[config.mk]
export PLATFORM = sky130hd
export DESIGN_NAME = instr_fetcher
export DESIGN_NICKNAME = d
export VERILOG_FILES = /design/src/rtl/instr_fetcher.sv
export SDC_FILE = /design/constraint.sdc
export NUM_CORES = 1
export LEC_CHECK = 0
export ABC_CLOCK_PERIOD_IN_PS = 11300
export BUFFER_PORTS_ARGS = -buffer_cell sky130_fd_sc_hd__buf_2
export CORE_AREA = 8 8 239 287
export DETAILED_ROUTE_END_ITERATION = 7
export DIE_AREA = 0 0 247 295
export GPL_ROUTABILITY_DRIVEN = 0
export MAX_ROUTING_LAYER = met4
export PLACE_DENSITY_LB_ADDON = 0.25
export RECOVER_POWER = 25
export SYNTH_ARGS = -nofsm -noshare
export SYNTH_HDL_FRONTEND = slang
export SYNTH_SLANG_ARGS = --single-unit
export TNS_END_PERCENT = 20
[constraint.sdc]
create_clock -name clk -period 11.3 [get_ports clk]
set_clock_uncertainty 0.05 [all_clocks]
set_input_delay 0.565 -clock clk [delete_from_list [all_inputs] [get_ports clk]]
set_output_delay 0.565 -clock clk [all_outputs]
set_load 0.02 [all_outputs]
[src/rtl/instr_fetcher.sv]
// PC generator and in-order instruction queue in front of the cache instruction port.
// Optional build macro FETCH_JAL_PREDICT_EN: follow JAL targets at fetch time instead of pc+4.
module instr_fetcher #(
    parameter int          IQ_DEPTH = 8,
    parameter int          IQ_AW    = 3,
    parameter logic [31:0] RESET_PC = 32'h0
) (
    input  logic        clk,
    input  logic        rst,
    input  logic        rdy,
    input  logic        rob_clear,
    input  logic [31:0] rob_new_pc,
    output logic        out_mem_req,
    output logic [31:0] out_mem_addr,
    input  logic        in_mem_ready,
    input  logic [31:0] in_mem_instr,
    input  logic [31:0] in_mem_addr,
    input  logic        in_dec_ready,
    output logic        out_dec_valid,
    output logic [31:0] out_dec_instr,
    output logic [31:0] out_dec_pc,
    output logic [31:0] out_dec_pred
);

    typedef enum logic {S_IDLE, S_WAIT} state_t;

    state_t           state_q, state_d;
    logic [31:0]      pc_q, pc_d;
    logic [IQ_AW-1:0] head_q, head_d, tail_q, tail_d;
    logic [IQ_AW:0]   count_q, count_d;

    logic [31:0] iq_instr_q [IQ_DEPTH];
    logic [31:0] iq_pc_q    [IQ_DEPTH];
    logic [31:0] iq_pred_q  [IQ_DEPTH];

    logic        push, pop;
    logic [31:0] pred;

`ifdef FETCH_JAL_PREDICT_EN
    logic [31:0] jal_imm;
    assign jal_imm = {{11{in_mem_instr[31]}}, in_mem_instr[31], in_mem_instr[19:12],
                      in_mem_instr[20], in_mem_instr[30:21], 1'b0};
    assign pred = (in_mem_instr[6:0] == 7'b1101111) ? pc_q + jal_imm : pc_q + 32'd4;
`else
    assign pred = pc_q + 32'd4;
`endif

    always_comb begin
        state_d = state_q;
        pc_d    = pc_q;
        head_d  = head_q;
        tail_d  = tail_q;
        count_d = count_q;
        push    = 1'b0;
        pop     = 1'b0;
        if (rob_clear) begin
            // Flush wins over any same-cycle response or pop.
            state_d = S_IDLE;
            pc_d    = rob_new_pc;
            head_d  = '0;
            tail_d  = '0;
            count_d = '0;
        end else begin
            pop = (count_q != '0) && in_dec_ready;
            case (state_q)
                S_IDLE: if (count_q < (IQ_AW+1)'(IQ_DEPTH)) state_d = S_WAIT;
                S_WAIT: begin
                    // Stale responses (address mismatch) are silently discarded.
                    if (in_mem_ready && in_mem_addr == pc_q) begin
                        push    = 1'b1;
                        pc_d    = pred;
                        state_d = S_IDLE;
                    end
                end
                default: state_d = S_IDLE;
            endcase
            if (push) tail_d = tail_q + 1'b1;
            if (pop)  head_d = head_q + 1'b1;
            case ({push, pop})
                2'b10:   count_d = count_q + (IQ_AW+1)'(1);
                2'b01:   count_d = count_q - (IQ_AW+1)'(1);
                default: count_d = count_q;
            endcase
        end
    end

    always_ff @(posedge clk) begin
        if (rst) begin
            state_q <= S_IDLE;
            pc_q    <= RESET_PC;
            head_q  <= '0;
            tail_q  <= '0;
            count_q <= '0;
        end else if (rdy) begin
            state_q <= state_d;
            pc_q    <= pc_d;
            head_q  <= head_d;
            tail_q  <= tail_d;
            count_q <= count_d;
        end
    end

    always_ff @(posedge clk) begin
        if (!rst && rdy && push) begin
            iq_instr_q[tail_q] <= in_mem_instr;
            iq_pc_q[tail_q]    <= pc_q;
            iq_pred_q[tail_q]  <= pred;
        end
    end

    assign out_mem_req   = (state_q == S_WAIT);
    assign out_mem_addr  = pc_q;
    assign out_dec_valid = (count_q != '0);
    assign out_dec_instr = out_dec_valid ? iq_instr_q[head_q] : 32'h0;
    assign out_dec_pc    = out_dec_valid ? iq_pc_q[head_q]    : 32'h0;
    assign out_dec_pred  = out_dec_valid ? iq_pred_q[head_q]  : 32'h0;

endmodule
==> results_dict.tcl <==
set metrics [dict create \
    status "complete, no violations" \
    dpl.cell_count 2632 \
    ys_top_cells_by_area "edfxtp_1 71%, mux4_2 13%, mux2i_1 3.1%, dfxtp_1 2.9%, nor2_1 1.6%" \
    grt_pass1_vias 17098 \
    maxCapViolations 0 \
    antenna_left 0 \
    cp-end-kind "register" \
    root_buffer "clkbuf_16" \
    pwr-share-seq 0.541 \
    vias 16459 \
    synth_cell_types 52 \
    p_int_mw 4.75 \
    nets 1987 \
    dieArea_um2 72900 \
    setup_viol 0 \
    finalCriticalPeriod_ns 5.07 \
    area_growth_pct 14.6 \
    io_buffers 231 \
    dp_hpwl_mm 49.2 \
    fin_setup_tns_ns 0 \
    power_frac_clock 0.428 \
    dr.pass1.iters 7 \
    ys_warn_count 0 \
    die_height_um 295 \
    nFillCells 4820 \
    synth.net_count 1736 \
    slowest_stage "buf_4" \
    worstMarginPinSlew_ns 1.31 \
    pin_count 232 \
    antenna_found_initial 3 \
    p_switching_mw 1.25 \
    cts_buffers 78 \
    p_sw_frac 0.208 \
    vias_per_cell 5.93 \
    clk_path_buf_depth 3 \
    rows 102 \
    syn_avg_cell_area_um2 19.5 \
    path_cells "clkbuf_1, xor2_1, nor4_1, nand4_1, or4_4, nor2_1, nand3b_1, nor2_4, buf_4, buf_4" \
    wire_per_inst_um 28.6 \
    path_class "register to register" \
    initial_core_util 0.496 \
    worstSetupStartpointType "register" \
    grt_pass1_wl_mm 116 \
    grt_start_max_net_pins 101 \
    drt_iter0_markers 1426 \
    peakVddDrop_mv 0.108 \
    cp_data_arrival_time_ns 5.27 \
    final_cell_count_no_fill 2776 \
    critPathRequiredTime_ns 11.49 \
    synth_edf_count 752 \
    grt.overflow.total 0 \
    cts_tree "built" \
    core-area_um2 63900 \
    ys_ff_latch 798 \
    cts_hold_buf 0 \
    insertion_delay_ns 0.62 \
    synth_cells 1629 \
    powerDensity_nw_per_um2 165 \
    crit_top_cell "buf_4" \
    synth_flop_cell "edfxtp_1" \
    maxSlewHeadroom 0.117 \
    slew_violations 0 \
    layout-drive-gt1-share 0.284 \
    numClockSinks 798 \
    power_frac_comb 0.031 \
    max_stage_delay_ns 0.71 \
    max_freq_ghz 0.197 \
    fin_crit_sh 0.449 \
    async_flop_share 0 \
    grt_util_all_layers 0.223 \
    min-delay-path-class "input pin to register" \
    synth.largest_area_cell "edfxtp_1" \
    post_cts_resized 0 \
    dieWidth_um 247 \
    synth-seq-area-share 0.741 \
    wirelength_mm 79.3 \
    rsz0062_at_grt "no" \
    ff_latch_area_um2 23500 \
    htree_levels 3 \
    cp_max_fo 42 \
    syn_area_um2 31700 \
    clk_pin_slew_worst_paths_ns 0.06 \
    power.leakage_nw 11.9 \
    final_hold_viol_count 0 \
    drc 0 \
    multi_input_area_um2 7870 \
    cts_setup_buffers 0 \
    synth_top_area_share 0.712 \
]
-- through the flow --
step                cell area [um2]  power, mW  hold slack (ns)  utilization  setup WS [ns]
detailed placement            33900       3.50            0.440        0.530           6.31
finish                        36400       6.00            0.201        0.569           6.23
CTS                           36400       6.05            0.148        0.570           6.30
floorplan                     31700       3.40            0.414            -           1.98
global placement              33900       3.49            0.419        0.530           6.32
global route                  36400       6.17            0.198        0.569           6.01
-- flip-flops by register name, summed over array words and instances (netlist names), named ones only --
register / flops
iq_instr_q: 256
iq_pc_q: 256
iq_pred_q: 240
out_mem_addr: 32
count_q: 4
head_q: 3
tail_q: 3
out_mem_req: 1
-- cell usage in the layout, fill, tap and decap left out, types with 3 or more instances in the layout --
cell         n
edfxtp_1   752
buf_2      199
mux4_2     188
nor2_1     128
mux2i_1     97
clkbuf_16   80
clkbuf_1    53
xor2_1      45
dfxtp_1     43
nand2_1     42
a21oi_1     38
buf_4       28
nand2b_1    19
xnor2_1     17
o211ai_1    15
nand3_1     14
nor4_1      14
o21ai_0     14
clkinv_1    14
clkinv_2    13
and3_1      10
nor3_1      10
nand4_1      8
and4_1       7
bufinv_16    7
inv_1        6
nor2_4       6
and2_1       5
nand3b_1     5
a22o_1       5
ha_1         5
diode_2      4
o31ai_1      4
inv_6        4
or4_4        3
a31oi_1      3
dfxtp_4      3
-- per-layer routing --
metal / GRT usage / wire [um] / up-vias
met5: - / 0 / -
met4: 0.0631 / 1910 / 0
met3: 0.0447 / 5560 / 113
met2: 0.370 / 40800 / 583
met1: 0.280 / 31000 / 8681
li1: - / - / 7082
-- critical path: cells and delay by family, from the launching register on --
kind / cells / cell delay [ns]
and+or+nand+nor: 6 / 2.06
buffers and inverters: 3 / 2.02
DFF: 1 / 0.30
xor gates and xnor gates: 1 / 0.19
-- cell usage after synthesis, types with 2 or more instances --
master      n
a21oi_1    38
a22o_1      5
a22oi_1     2
a31oi_1     3
and2_1      5
and3_1     10
and4_1      7
buf_1      27
buf_2       9
buf_4       5
buf_6       2
clkbuf_1   53
dfxtp_1    46
edfxtp_1  752
ha_1        5
inv_1       6
mux2i_1    97
mux4_2    188
nand2_1    42
nand2b_1   19
nand3_1    14
nand3b_1    5
nand4_1     8
nor2_1    134
nor3_1     12
nor4_1     14
o211ai_1   15
o21ai_0    14
o311ai_0    2
o31ai_1     4
o32ai_1     2
o41ai_1     2
or4_4       3
xnor2_1    17
xor2_1     45
-- final timing paths --
path	start	to	slack, ns	depth (start not counted)
setup / recovery	out_mem_addr[3]	iq_pc_q[3][11]	6.23	10
hold reg to reg	head_q[2]	register	0.46	2
setup reg to reg	out_mem_addr[3]	iq_pc_q[3][11]	6.23	10
hold / removal	rob_new_pc[1]	out_mem_addr[1]	0.20	3
-- kinds of logic after synthesis --
family,Yosys count,share of synthesized area
adders and majority gates,5,0.00197
DFF,798,0.741
and+or+nand+nor,280,0.0431
xor gates and xnor gates,62,0.0171
buffers and inverters,103,0.0136
muxes,285,0.164
AOI/OAI and AO/OA,96,0.0195
-- power by group through the flow --
stage / Clock [mW] / Sequential [mW] / Combinational (mW)
finish: 2.57 / 3.25 / 0.184
floorplan: 0 / 3.31 / 0.0872
CTS: 2.61 / 3.25 / 0.188
detailed placement: 0 / 3.31 / 0.187
global route: 2.72 / 3.25 / 0.196
global placement: 0 / 3.31 / 0.184
-- cell type report --
class | instances | share of cell area
Multi-Input combinational cell | 728 | 0.216
Timing Repair Buffer | 267 | 0.0377
Tap cell | 832 | 0.0286
Clock inverter | 46 | 0.0131
Inverter | 7 | 0.000723
Clock buffer | 94 | 0.0565
Antenna cell | 4 | 0.000275
Sequential cell | 798 | 0.647
Note: power is estimated with default switching activity, not from simulation.
